File: config.mk
export PLATFORM = sky130hd
export DESIGN_NAME = stats_text_engine
export DESIGN_NICKNAME = d
export VERILOG_FILES = /design/src/rtl/stats_text_engine.sv
export SDC_FILE = /design/constraint.sdc
export NUM_CORES = 1
export LEC_CHECK = 0
export CAP_MARGIN = 40
export CORE_ASPECT_RATIO = 0.6
export CORE_MARGIN = 4
export CORE_UTILIZATION = 60
export DETAILED_ROUTE_END_ITERATION = 7
export GPL_ROUTABILITY_DRIVEN = 0
export HOLD_SLACK_MARGIN = 0.08
export PLACE_DENSITY = 0.78
export SLEW_MARGIN = 20
export SYNTH_ARGS = -nofsm -noshare
export SYNTH_HDL_FRONTEND = slang
export SYNTH_SLANG_ARGS = --single-unit
File: constraint.sdc
create_clock -name clk -period 4.5 [get_ports clk]
set_clock_uncertainty 0.15 [all_clocks]
set_input_delay 0.9 -clock clk [delete_from_list [all_inputs] [get_ports clk]]
set_output_delay 0.9 -clock clk [all_outputs]
set_load 0.05 [all_outputs]
File: src/rtl/stats_text_engine.sv
`default_nettype none
// ============================================================================
// Module      : stats_text_engine
// Description : Character-cell text source for the stats panel. An 8x8 grid
//               of 8x8-pixel glyph cells is backed by a 64-entry character
//               buffer. A sequential double-dabble formatter rewrites the
//               generation and speed fields after each stats update. Pixel
//               lookups are answered with a fixed 2-cycle latency.
//
// Ports       : clk              system clock
//               rst_b            asynchronous active-low reset
//               stat_update      pulse: capture gen_num/speed_lvl, reformat
//               gen_num[15:0]    generation number (unsigned)
//               speed_lvl[3:0]   speed level, values above 9 show as 9
//               alive_cnt[15:0]  live-cell count (STS_ALIVE_COUNT_EN only)
//               sts_get_char_val pixel lookup request valid
//               sts_char_num[5:0] cell index {row[2:0], col[2:0]}
//               sts_pixR[2:0]    pixel row inside cell
//               sts_pixC[2:0]    pixel column inside cell, 0 = leftmost
//               sts_pix_val[23:0] RGB for the request issued 2 cycles earlier
//               fmt_busy         formatter active
//
// Options     : define STS_ALIVE_COUNT_EN to add the "ALIVE" label and the
//               alive_cnt field on rows 6-7 (44-cycle reformat instead of 23).
//
// Revision    : 1.0  initial release
// ============================================================================
module stats_text_engine #(
    parameter logic [23:0] FG_RGB = 24'hFFFFFF,
    parameter logic [23:0] BG_RGB = 24'h000000
) (
    input  logic        clk,
    input  logic        rst_b,
    input  logic        stat_update,
    input  logic [15:0] gen_num,
    input  logic [3:0]  speed_lvl,
`ifdef STS_ALIVE_COUNT_EN
    input  logic [15:0] alive_cnt,
`endif
    input  logic        sts_get_char_val,
    input  logic [5:0]  sts_char_num,
    input  logic [2:0]  sts_pixR,
    input  logic [2:0]  sts_pixC,
    output logic [23:0] sts_pix_val,
    output logic        fmt_busy
);

    localparam logic [5:0] c_blank     = 6'd36;
    localparam logic [5:0] c_gen_base  = 6'd11;   // row 1, col 3
    localparam logic [5:0] c_spd_cell  = 6'd39;   // row 4, col 7
`ifdef STS_ALIVE_COUNT_EN
    localparam logic [5:0] c_alv_base  = 6'd59;   // row 7, col 3
`endif

    typedef enum logic [2:0] {
        ST_IDLE    = 3'd0,
        ST_LATCH   = 3'd1,
        ST_CONV    = 3'd2,
        ST_WRITE   = 3'd3,
        ST_CONV_A  = 3'd4,
        ST_WRITE_A = 3'd5
    } state_t;

    // Glyph bitmaps: byte 7 (bits 63:56) is the top row, MSB of each byte is
    // the leftmost pixel. Codes 36..63 render blank.
    function automatic logic [63:0] f_glyph(input logic [5:0] code);
        case (code)
            6'd0:    f_glyph = 64'h3C666E7666663C00;
            6'd1:    f_glyph = 64'h1838181818187E00;
            6'd2:    f_glyph = 64'h3C66060C30607E00;
            6'd3:    f_glyph = 64'h3C66061C06663C00;
            6'd4:    f_glyph = 64'h0C1C3C6C7E0C0C00;
            6'd5:    f_glyph = 64'h7E607C0606663C00;
            6'd6:    f_glyph = 64'h3C66607C66663C00;
            6'd7:    f_glyph = 64'h7E660C1818181800;
            6'd8:    f_glyph = 64'h3C66663C66663C00;
            6'd9:    f_glyph = 64'h3C66663E06663C00;
            6'd10:   f_glyph = 64'h183C667E66666600;
            6'd11:   f_glyph = 64'h7C66667C66667C00;
            6'd12:   f_glyph = 64'h3C66606060663C00;
            6'd13:   f_glyph = 64'h786C6666666C7800;
            6'd14:   f_glyph = 64'h7E60607860607E00;
            6'd15:   f_glyph = 64'h7E60607860606000;
            6'd16:   f_glyph = 64'h3C66606E66663C00;
            6'd17:   f_glyph = 64'h6666667E66666600;
            6'd18:   f_glyph = 64'h3C18181818183C00;
            6'd19:   f_glyph = 64'h1E0C0C0C0C6C3800;
            6'd20:   f_glyph = 64'h666C7870786C6600;
            6'd21:   f_glyph = 64'h6060606060607E00;
            6'd22:   f_glyph = 64'h63777F6B63636300;
            6'd23:   f_glyph = 64'h66767E7E6E666600;
            6'd24:   f_glyph = 64'h3C66666666663C00;
            6'd25:   f_glyph = 64'h7C66667C60606000;
            6'd26:   f_glyph = 64'h3C666666663C0E00;
            6'd27:   f_glyph = 64'h7C66667C786C6600;
            6'd28:   f_glyph = 64'h3C66603C06663C00;
            6'd29:   f_glyph = 64'h7E18181818181800;
            6'd30:   f_glyph = 64'h6666666666663C00;
            6'd31:   f_glyph = 64'h66666666663C1800;
            6'd32:   f_glyph = 64'h6363636B7F776300;
            6'd33:   f_glyph = 64'h66663C183C666600;
            6'd34:   f_glyph = 64'h6666663C18181800;
            6'd35:   f_glyph = 64'h7E060C1830607E00;
            default: f_glyph = 64'h0000000000000000;
        endcase
    endfunction

    // Power-up layout: labels plus a single "0" in each numeric field.
    function automatic logic [5:0] f_layout(input int idx);
        case (idx)
            0:       f_layout = 6'd16;   // G
            1:       f_layout = 6'd14;   // E
            2:       f_layout = 6'd23;   // N
            15:      f_layout = 6'd0;
            24:      f_layout = 6'd28;   // S
            25:      f_layout = 6'd25;   // P
            26:      f_layout = 6'd14;   // E
            27:      f_layout = 6'd14;   // E
            28:      f_layout = 6'd13;   // D
            39:      f_layout = 6'd0;
`ifdef STS_ALIVE_COUNT_EN
            48:      f_layout = 6'd10;   // A
            49:      f_layout = 6'd21;   // L
            50:      f_layout = 6'd18;   // I
            51:      f_layout = 6'd31;   // V
            52:      f_layout = 6'd14;   // E
            63:      f_layout = 6'd0;
`endif
            default: f_layout = c_blank;
        endcase
    endfunction

    // Double-dabble correction: add 3 to every BCD nibble that is 5 or more.
    function automatic logic [19:0] f_adj(input logic [19:0] bcd);
        for (int i = 0; i < 5; i++) begin
            f_adj[4*i +: 4] = (bcd[4*i +: 4] >= 4'd5) ? bcd[4*i +: 4] + 4'd3
                                                      : bcd[4*i +: 4];
        end
    endfunction

    // ------------------------------------------------------------------
    // Character buffer
    // ------------------------------------------------------------------
    logic [5:0]  r_buf [64];
    logic        w_wr_en;
    logic [5:0]  w_wr_addr;
    logic [5:0]  w_wr_data;

    always_ff @(posedge clk or negedge rst_b) begin
        if (!rst_b) begin
            for (int i = 0; i < 64; i++) begin
                r_buf[i] <= f_layout(i);
            end
        end else if (w_wr_en) begin
            r_buf[w_wr_addr] <= w_wr_data;
        end
    end

    // ------------------------------------------------------------------
    // Lookup pipeline
    // ------------------------------------------------------------------
    logic        r_req_v;
    logic [5:0]  r_req_num;
    logic [2:0]  r_req_row;
    logic [2:0]  r_req_col;
    logic        r_v1;
    logic [7:0]  r_font_row;
    logic [2:0]  r_col1;
    logic [63:0] w_glyph;
    logic [7:0]  w_font_row;

    // A write landing on the cell being read shows up one cycle later, since
    // the buffer read sees the register contents before the edge.
    assign w_glyph    = f_glyph(r_buf[r_req_num]);
    assign w_font_row = w_glyph[{~r_req_row, 3'b000} +: 8];

    always_ff @(posedge clk or negedge rst_b) begin
        if (!rst_b) begin
            r_req_v    <= 1'b0;
            r_req_num  <= 6'd0;
            r_req_row  <= 3'd0;
            r_req_col  <= 3'd0;
            r_v1       <= 1'b0;
            r_font_row <= 8'd0;
            r_col1     <= 3'd0;
        end else begin
            r_req_v    <= sts_get_char_val;
            r_req_num  <= sts_char_num;
            r_req_row  <= sts_pixR;
            r_req_col  <= sts_pixC;
            r_v1       <= r_req_v;
            r_font_row <= w_font_row;
            r_col1     <= r_req_col;
        end
    end

    // Column 0 is the MSB of the font row byte.
    assign sts_pix_val = (r_v1 && r_font_row[~r_col1]) ? FG_RGB : BG_RGB;

    // ------------------------------------------------------------------
    // Formatter FSM
    // ------------------------------------------------------------------
    state_t      r_state;
    logic        r_busy;
    logic        r_pending;
    logic [15:0] r_bin;
    logic [19:0] r_bcd;
    logic [3:0]  r_spd;
    logic [3:0]  r_cnt;
    logic [2:0]  r_widx;
    logic        r_seen;
`ifdef STS_ALIVE_COUNT_EN
    logic [15:0] r_alive;
`endif
    logic [19:0] w_adj;
    logic [35:0] w_shift;
    logic [3:0]  w_digit;
    logic [5:0]  w_digit_code;

    assign w_adj    = f_adj(r_bcd);
    assign w_shift  = {w_adj, r_bin} << 1;
    assign fmt_busy = r_busy;

    always_comb begin
        w_wr_en   = 1'b0;
        w_wr_addr = 6'd0;
        w_wr_data = c_blank;
        case (r_widx)
            3'd0:    w_digit = r_bcd[19:16];
            3'd1:    w_digit = r_bcd[15:12];
            3'd2:    w_digit = r_bcd[11:8];
            3'd3:    w_digit = r_bcd[7:4];
            default: w_digit = r_bcd[3:0];
        endcase
        // Leading zeros blank out; the units column always shows a digit.
        w_digit_code = (w_digit == 4'd0 && !r_seen && r_widx != 3'd4)
                       ? c_blank : {2'b00, w_digit};
        if (r_state == ST_WRITE) begin
            w_wr_en = 1'b1;
            if (r_widx == 3'd5) begin
                w_wr_addr = c_spd_cell;
                w_wr_data = {2'b00, r_spd};
            end else begin
                w_wr_addr = c_gen_base + {3'b000, r_widx};
                w_wr_data = w_digit_code;
            end
        end
`ifdef STS_ALIVE_COUNT_EN
        if (r_state == ST_WRITE_A) begin
            w_wr_en   = 1'b1;
            w_wr_addr = c_alv_base + {3'b000, r_widx};
            w_wr_data = w_digit_code;
        end
`endif
    end

    always_ff @(posedge clk or negedge rst_b) begin
        if (!rst_b) begin
            r_state   <= ST_IDLE;
            r_busy    <= 1'b0;
            r_pending <= 1'b0;
            r_bin     <= 16'd0;
            r_bcd     <= 20'd0;
            r_spd     <= 4'd0;
            r_cnt     <= 4'd0;
            r_widx    <= 3'd0;
            r_seen    <= 1'b0;
`ifdef STS_ALIVE_COUNT_EN
            r_alive   <= 16'd0;
`endif
        end else begin
            if (r_state != ST_IDLE && stat_update) begin
                r_pending <= 1'b1;
            end
            case (r_state)
                ST_IDLE: begin
                    if (stat_update) begin
                        r_state <= ST_LATCH;
                        r_busy  <= 1'b1;
                    end
                end
                ST_LATCH: begin
                    r_bin   <= gen_num;
                    r_spd   <= (speed_lvl > 4'd9) ? 4'd9 : speed_lvl;
`ifdef STS_ALIVE_COUNT_EN
                    r_alive <= alive_cnt;
`endif
                    r_bcd   <= 20'd0;
                    r_cnt   <= 4'd0;
                    r_state <= ST_CONV;
                end
                ST_CONV, ST_CONV_A: begin
                    r_bcd <= w_shift[35:16];
                    r_bin <= w_shift[15:0];
                    r_cnt <= r_cnt + 4'd1;
                    if (r_cnt == 4'd15) begin
                        r_state <= (r_state == ST_CONV) ? ST_WRITE : ST_WRITE_A;
                        r_widx  <= 3'd0;
                        r_seen  <= 1'b0;
                    end
                end
                ST_WRITE: begin
                    r_widx <= r_widx + 3'd1;
                    if (w_digit != 4'd0) begin
                        r_seen <= 1'b1;
                    end
                    if (r_widx == 3'd5) begin
`ifdef STS_ALIVE_COUNT_EN
                        r_state <= ST_CONV_A;
                        r_bin   <= r_alive;
                        r_bcd   <= 20'd0;
                        r_cnt   <= 4'd0;
`else
                        // Pulses seen while busy collapse into one rerun.
                        r_pending <= 1'b0;
                        if (r_pending || stat_update) begin
                            r_state <= ST_LATCH;
                        end else begin
                            r_state <= ST_IDLE;
                            r_busy  <= 1'b0;
                        end
`endif
                    end
                end
`ifdef STS_ALIVE_COUNT_EN
                ST_WRITE_A: begin
                    r_widx <= r_widx + 3'd1;
                    if (w_digit != 4'd0) begin
                        r_seen <= 1'b1;
                    end
                    if (r_widx == 3'd4) begin
                        r_pending <= 1'b0;
                        if (r_pending || stat_update) begin
                            r_state <= ST_LATCH;
                        end else begin
                            r_state <= ST_IDLE;
                            r_busy  <= 1'b0;
                        end
                    end
                end
`endif
                default: begin
                    r_state <= ST_IDLE;
                    r_busy  <= 1'b0;
                end
            endcase
        end
    end

endmodule
`default_nettype wire

# Word level (Yosys, flattened, before mapping)

Memory sizes are Yosys's and may differ from the RTL's.
Cells that the tools add are included.

Divide/modulo/power cells: 0
Add/sub/neg operators: 8
Equality and inequality tests: 15
Reduce and logical (&&, ||, !) cells: 20
Mux-type cells: 43
Order comparisons: 10
Shifts and indexed selects: 1
Bitwise operators: 5
$mul: 0

Operator list:

| kind                | count |
|---|---|
| $bwmux 384          | 1 |
| $shiftx 64x7->8     | 1 |
| $mux 6              | 8 |
| $pmux 20 s2         | 1 |
| $bmux 6 s6          | 1 |
| $demux 6 s6         | 1 |
| $pmux 16 s2         | 1 |
| $mux 24             | 1 |
| $ge 4x3->1 const B  | 5 |
| $mux 4              | 5 |
| $mux 3              | 6 |
| $add 4x2->4 const B | 4 |
| $pmux 4 s4          | 1 |
| $ge 7x7->1 const B  | 2 |
| $not 6->7           | 2 |
| $eq 3x2->1 const B  | 4 |
| $pmux 3 s4          | 1 |
| $mux 1              | 11 |
| $pmux 4 s2          | 1 |
| $lt 7x1->1 const B  | 1 |
| $eq 3x1->1 const B  | 2 |
| $eq 3x3->1 const B  | 2 |
| $logic_not 3->1     | 2 |
| $ne 2x2->1 const B  | 3 |
| 27 further kinds    | 35 |

Logic and storage cells: 183
Flip-flop bits (word level): 462
Memory bits (writable): 0
ROM bits: 3136
Bits of input ports: 36
Memories kept: 1
Bits in latches: 0

Memory list:

| name             | depth | width | rd ports | clocked after memory_dff | wr ports | RTL line | text |
|---|---|---|---|---|---|---|---|
| (name not given) | 64    | 49    | 1        | 0                        | 0        | 67       | `case (code)` |

# Longest topological paths before layout

Gate-level depths: netlist (run 1).

Depth after elaboration: 9
Gate-level depth with buffers: 21
Mapped depth without buffers: 14

# Worst setup path after synthesis (run 1)

Ideal clock, no wire load.

Kind: register -> register
Start: register r_req_num[0]
End: register r_font_row[4]
Path buffers: 5
Setup slack: 0.378 ns
Data arrival time: 3.840 ns
Stages on the path, launching flop included: 17
Required time: 4.217 ns
Cell sequence: dfrtp_1 > buf_6 > buf_6 > mux4_2 > mux4_2 > a311o_1 > buf_2 > buf_2 > inv_1 > ha_1 > clkbuf_1 > o21ai_0 > a221o_1 > a32oi_1 > nor3_1 > a311oi_1 > a211oi_2

Cells in the longest elaborated chain, start to end: 6

RTL lines:

| element                                    | RTL line | text |
|---|---|---|
| start: declaration                         | 163      | `logic [5:0] r_req_num;` |
| start signal: assignment                   | 188      | `r_req_num <= sts_char_num;` |
| $not 6->7 (not written as such)            | 174      | `assign w_glyph = f_glyph(r_buf[r_req_num]);` |
| $bmux 6 s6                                 | 174      |  |
| $mux 6 (not written as such) (2 in series) | 174      |  |
| $mem_v2 64x49                              | --       |  |
| $shiftx 64x7->8                            | 175      | `assign w_font_row = w_glyph[{~r_req_row, 3'b000} +: 8];` |
| via w_font_row[4]                          | 170      | `logic [7:0] w_font_row;` |
| end signal: assignment                     | 192      | `r_font_row <= w_font_row;` |
| end: declaration                           | 167      | `logic [7:0] r_font_row;` |

The timed path passes the listed nets, and every way through them passes these cells. The select of a mux whose other input is x is not followed.
A chain may end at the register's enable or synchronous reset.

# Final worst setup path (run 1)

Start: register r_req_num[0]
End: register r_font_row[2]

Same word-level chain as after synthesis.

==> summary by stage, run 1 <==
Min path
The min-delay analysis places its worst path in the category register to register.

Floorplanning
In this run the vertical extent of the chip is 148 um. The region available for standard cell placement spans 32,400 sq um. The placement row count is 51. The initial utilization of the core area, before any placement, comes to 60.8%. The die is 242 um wide. The top-level port count is 61.

The die covers 35,900 sq um.

STA
The total negative slack is 0 ns. The max-slew violation total from the final report was 0. The tightest hold margin is 0.198 ns.

Static timing analysis puts the maximum clock frequency at 225 MHz. The final critical path takes up 98.6% of the cycle. The final worst slack is 0.0649 ns. The setup violation total in the final timing report is 0.

The number of hold violations in the final report is 0. The worst-case headroom to the max-slew limit is 38.5%. Subtracting the final worst setup slack from the clock period gives 4.44 ns.

For the pin with the worst max-slew slack, the measured transition is 0.923 ns.

Final layout
The area used by multi-input combinational logic is 8080 sq um. The antenna cell count is 0. The area growth from synthesis to layout is 9.24%. The final layout contains 1,792 nets. The post-route non-filler standard cell count is 2,178. The proportion of layout cells with a drive suffix above 1 is 25.0%. In the final layout, flip-flops and latches occupy 10,200 sq um.

The final cell utilization of the core is 66.5%. The filler cells instantiated in the layout total 2,323.

Clock tree
The total clock buffers created by CTS is 37. The clock-pin slew of the registers on the worst-case setup and hold paths is 0.07 ns. In this run the deepest clock path goes through 3 buffers. The cell sitting at the root of the clock tree is a clkbuf_16. The CTS tree is yes. The clock sink count is 401.

The later pin in the worst-skew pair is clocked with a latency of 0.54 ns. The clock tree synthesis step divided the H-tree into 2 levels. The total of hold buffers inserted after clock tree synthesis is 0.

Yosys
Counting every net in the synthesized netlist gives 1,888. After synthesis the cells add up to 19,700 sq um. By area the synthesized netlist is led by dfrtp_1 34%, dfstp_2 17%, mux4_2 6.9%, clkbuf_1 4.2%, nand2_1 3.7%.

The average cell area after synthesis is 10.8 sq um. The count of unique library cells instantiated by Yosys is 90. The share of synthesized area in the top cell type comes to 34.3%. The count of flip-flops with a built-in enable after synthesis is 0. The synthesized design contains 401 register bits. The cell taking the most area after synthesis is dfrtp_1.

The most used standard cell by instance count after synthesis is dfrtp_1. The most used flip-flop cell after synthesis is dfrtp_1. The commonest cells after synthesis are 270 x dfrtp_1, 220 x clkbuf_1, 195 x nand2_1. After technology mapping, the gate count stands at 1,821. The proportion of synthesized flip-flops having asynchronous set or reset is 100%. Sequential elements use 51.7% of the synthesized area. The total of warnings raised by yosys is 0.

Detailed routing
For this block, wires on met1 add up to 22,900 um. The first TritonRoute pass finished after 8 iterations. For this run, design rule violations remaining after detail routing come to 61. Wire segments on met3 add up to 6630 um in the final route. The DRC marker count from the first detailed-route iteration is 1,955. For this block, the routed nets add up to 51,400 um of wire. In the detailed route, the total length drawn on met2 is 20,800 um. The average via count per standard cell is 6.56. Summing over every cut layer, the via total after detailed routing is 14,292. In this run the top signal layer used is met5. The count of nets left with antenna violations after detail routing is 0. The routed length per instance is 23.6 um.

Critical path
The setup path with the least slack is of type register to register. The worst setup path is launched from a register. The data arrival at the endpoint of the critical path is 4.69 ns. Along the worst path, the maximum fanout reaches 15. For the worst setup path, the data required time is 4.75 ns. The kind of end point of the critical path is a register.

Status
The checks that failed: design-rule violations. The flow ran to the end, but the final reports show violations.

GRT
The first global-routing pass estimated 81,300 um of wire. Entering global routing, the biggest net connects 113 pins. Global routing consumed, over all layers together, 28.6% of the routing resources. The global route total overflow is 0. The number of antenna violations at the first check in global routing was 1.

The via count of the first global-routing pass was 14,140.

Placed design
Counting tap cells, the placed design contains a total of 2,100 instances. The estimated wirelength of the detail-placed design is 35,900 um. Prior to clock tree synthesis, the placed netlist has a worst setup slack of 0.0593 ns. Buffers placed on the I/O ports in this run total 60.

Flow run
Across the run, the number of max-cap violations was 0.

Power and ir drop
VDD sags by at most 367 uV. For this design the static power due to leakage is 9.24 nW. The power density over the cells is 415 nW/um^2.
==> placed cells by master (no fill, tap or decap), drive strengths merged, types with 18 or more instances in the layout <==
cell type,count
a22oi,32
dfrtp,270
mux2i,51
clkdlybuf4s50,59
o21ai,138
mux2,59
mux4,67
ha,31
inv,32
nand2,198
dfstp,131
nand3,49
a21oi,87
buf,89
nor2,125
clkbuf,56
o31ai,18
==> routing by layer <==
layer	global-route usage (%)	vias up
met1	44.1	7071
met5	0	-
met4	6.18	2
met2	38.3	889
li1	-	6194
met3	11.2	136
==> final timing paths <==
check | start | to | slack [ns] | cells after the start
max in group asynchronous | rst_b | r_buf[104] | 2.86 | 2
max reg2reg | r_req_num[0] | r_font_row[2] | 0.06 | 12
max | r_req_num[0] | r_font_row[2] | 0.06 | 12
min | r_req_col[0] | r_col1[0] | 0.20 | 0
min in group asynchronous | rst_b | r_buf[24] | 0.27 | 1
min reg2reg | r_req_col[0] | r_col1[0] | 0.20 | 0
==> layout make-up <==
type,instances,area share [%]
Clock buffer,54,5.21
Clock inverter,14,0.633
Inverter,32,0.557
Multi-Input combinational cell,1103,37.5
Sequential cell,401,47.4
Tap cell,424,2.46
Timing Repair Buffer,150,6.29
==> flip-flops by register name, indices dropped and copies added, names as in the netlist, 4 cells and up <==
signal and flops:
r_bcd 20, r_bin 16, r_buf 324, r_cnt 4
r_font_row 7, r_req_num 6, r_spd 4
==> repair_timing <==
| action | in CTS | in global routing |
|---|---|---|
| gates resized for setup | 0 | 3 |
| buffers inserted | 0 | 8 |
| hold endpoints to repair | 0 | 0 |
| setup endpoints to repair | 0 | 6 |
==> where the power goes <==
group / total, W / internal (W) / leakage, nW / switching [W]
combinational: 0.00161 / 0.000602 / 3.64 / 0.00101
clock: 0.00324 / 0.00186 / 0.621 / 0.00138
sequential: 0.00409 / 0.00388 / 4.98 / 0.000208
total: 0.00894 / 0.00634 / 9.24 / 0.00259
==> logic make-up after synthesis <==
group	Yosys count	share of synthesized area [%]
AO/OA/AOI/OAI	411	13.7
XOR/XNOR	13	0.577
adder cells (fa/ha/maj)	31	1.97
buffers and inverters	317	7.45
flip-flops	401	51.7
multiplexers	177	13.7
AND/OR/NAND/NOR	471	10.8
==> critical path, cell delays in order (launching register included) <==
cell       delay, ns
dfrtp_4         0.59
buf_4           0.28
mux4_1          0.63
a221oi_1        0.44
nand3_1         0.19
o2111ai_1       0.17
and2_2          0.23
inv_2           0.11
nor2_1          0.41
o21a_1          0.20
o21ai_0         0.12
a2111oi_0       0.61
o311ai_1        0.17
==> through the flow <==
stage,power [W],instance area [sq um]
3_3_place_gp,0.00560,20200
2_1_floorplan,0.00515,19700
4_1_cts,0.00892,21500
6_report,0.00894,21500
5_1_grt,0.00928,21500
3_5_place_dp,0.00568,20200
Power figures use the tool's default switching activity.
==> run 2, diff against run 1 <==
- REMOVE_ABC_BUFFERS: not set -> 1
==> run 2 against run 1 <==
The flow still finishes with violations (design-rule violations). Combinational power about the same. Cell count decreased by 0.96%. Utilization fell by 0.17 points. Count of clock-buffer cells in the layout up 3. Critical path type unchanged.
==> summary by stage, run 2 (same netlist as run 1, synthesis figures left out) <==
Status
The run finished, with violations left. The final reports fail on design-rule violations.

Critical path
The launch point of the critical path is r_req_num[0]. The launching element type of the critical path is a register. The reg-to-reg setup timing slack is 0.08 ns.

The family with the most delay on the worst path is compound AO/OA/AOI/OAI gates. The delay of the slowest cell on the worst path is 0.65 ns. The worst endpoint required time is 4.78 ns. The total stage count of the critical path is 12. The worst setup path is captured at a register. The critical path ends at r_font_row[3]. The category of the most critical setup path is register to register. The endpoint identified for the worst register-to-register timing path is r_font_row[3]. The largest individual stage delay along the critical path comes from the cell o31ai_4. The data arrival at the endpoint of the critical path is 4.70 ns.

The maximum fanout along the worst path is 22. The number of buffers and inverters on the critical path is 4. The critical register-to-register path startpoint is r_req_num[0].

The signal on the critical path passes through buf_12, buf_16, buf_4, nor2b_1, a2111oi_2, o31ai_1, o31ai_4, buf_4, o21ai_0, a221oi_1, a221oi_1, a221oi_2. The number of cells on the worst reg-to-reg path is 12.

Min path
The worst hold path was traced through 0 stages. The path class of the tightest hold or removal check is register to register. The worst hold path begins at r_req_col[1].

Final layout
In the final layout, the registers with the most flip-flops are r_buf: 324 flops, r_bcd: 20 flops, r_bin: 16 flops. Of the cells placed in the final design, the portion with a size suffix greater than 1 is 24.1%. The top cell types in the final layout, fill and taps aside, are 267 x dfrtp_1, 195 x nand2_1, 137 x o21ai_0. Summing all non-filler instances in the final layout gives an area of 21,500 sq um. The repair_antennas step left the layout with diodes totalling 0. The flip-flop count of the largest register, all copies and words added is 324. The commonest non-fill, non-tap cell in the layout is dfrtp_1. Relative to the synthesized area, the layout overhead comes to 8.96%. For this run, the post-layout net count is 1,771. Excluding fillers, the count of instances in the completed layout stands at 2,157. The register ranked first by flip-flop count is r_buf.

Clock tree
The number of hold buffers added after CTS was 0. The clock passes through at most 3 buffers. CTS placed an instance of clkbuf_16 at the clock tree root. TritonCTS built the clock tree. The clock tree synthesis step divided the H-tree into 2 levels.

For this design, the sink count on the clock tree is 401. The clock-pin slew of the registers on the worst-case setup and hold paths is 0.06 ns. The latest clock arrival within the worst-skew pair is 0.55 ns. The total clock buffers created by CTS is 37.

Detailed routing
After detailed routing, the average wire length per cell comes to 23.7 um. For this block, wires on met1 add up to 22,500 um. The highest layer touched by signal routing is met5. The routed design has 51,000 um of wire. Dividing the detail-routed via count by the number of cells gives 6.59. The detailed route wirelength on metal2 is 20,300 um.

The sum of met3 wire segment lengths after detailed routing is 6770 um. The count of nets left with antenna violations after detail routing is 0. In this run, the number of DRC markers left after iteration 0 of detailed routing was 2,316. The count of TritonRoute iterations in the first routing pass is 8.

The number of vias after detailed routing is 14,221. The number of remaining DRC errors is 101.

Placed design
The area of placed instances is 20,100 sq um. The estimated wirelength of the detail-placed design is 34,700 um. During placement, the flow inserted port buffers numbering 60. The placed instance count is 2,084.

GRT
The first-pass GRT wire length is 79,300 um. The maximum number of pins on one net before global-route repair is 108. Across every metal layer, demand over resource in global routing totals 28.0%. The number of antenna violations at the first check in global routing is 0. The via count of the first global-routing pass is 13,780. After global routing the overflow that remains totals 0.

Floorplanning
The width of the die is 242 um. The die covers 35,900 sq um. The starting density of the core is 60.8%. The top-level port count is 61.

The area of the placeable core is 32,400 sq um. Measured along the y axis, the die boundary spans 148 um. After floorplanning, the core was divided into 51 placement rows.

STA
Timing would allow up to 226 MHz. Measured against its own limit, the worst slew margin works out to 39.2%. The minimum clock period after layout is 4.42 ns. The worst path uses 98.3% of the clock period. The max-slew violation total from the final report is 0. At the pin with the least slew margin, the transition time is 0.902 ns. The number of hold violations in the final report came to 0. Setup repair after global routing left no endpoint under its margin. Setup violations remaining at the end of the flow were counted as 0.

Power and ir drop
The power density over the cells is 420 nW/um^2. The maximum vdd drop is 319 uV. The standby leakage power is 9.19 nW.

Power comes to 0.00904 W.

Flow run
The count of maximum capacitance violations is 0.
==> run 2: cell types whose count changed in the layout (fill, tap and decap cells not counted), sizes merged <==
cell	delta
clkinv	-4
clkinvlp	-1
buf	-21
inv	+1
bufinv	+1
clkbuf	+3
==> run 2: layout make-up <==
class	count	area, sq um
Timing Repair Buffer	129	1250
Fill cell	2293	10900
Tap cell	424	531
Multi-Input combinational cell	1103	8080
Sequential cell	401	10200
Clock inverter	11	144
Inverter	32	120
Clock buffer	57	1160
==> run 2: metal layers <==
metal | up-vias | track usage [%]
li1 | 6135 | -
met1 | 7046 | 42.9
met2 | 852 | 37.6
met3 | 186 | 10.8
met4 | 2 | 6.58
met5 | - | 1.20
==> run 2: worst register-to-register path: cells and delay by family, from the launching register on <==
family / cells / cell delay, ns
AO/OA/AOI/OAI: 7 / 2.62
buffers and inverters: 4 / 1.00
AND/OR/NAND/NOR: 1 / 0.09
flip-flops: 1 / 0.47
==> run 2: stage by stage <==
step / hold slack, ns / utilization, % / setup WS, ns / setup TNS, ns
6_report: 0.202 / 66.3 / 0.0755 / 0
5_1_grt: 0.213 / 66.3 / 0.0182 / 0
2_1_floorplan: 0.181 / - / -5.36 / -144.90
3_5_place_dp: 0.188 / 62.0 / 0.198 / 0
3_3_place_gp: 0.184 / 61.9 / 0.186 / 0
4_1_cts: 0.206 / 66.0 / 0.168 / 0
==> run 2: how the worst min path moves through the flow <==
stage,to
2_1_floorplan,r_col1[0]
3_3_place_gp,r_col1[2]
3_5_place_dp,r_col1[0]
4_1_cts,r_v1
5_1_grt,r_col1[1]
6_report,r_col1[1]
==> run 2: what timing repair did <==
item	CTS	global route
buffers inserted	0	2
endpoints found under the setup margin	0	4
resized for setup	0	5
==> run 2: report_power, final <==
| group | total (W) | internal [W] | switching, W |
|---|---|---|---|
| combinational | 0.00158 | 0.000592 | 0.000990 |
| clock | 0.00337 | 0.00197 | 0.00140 |
| sequential | 0.00409 | 0.00388 | 0.000207 |
| total | 0.00904 | 0.00644 | 0.00260 |
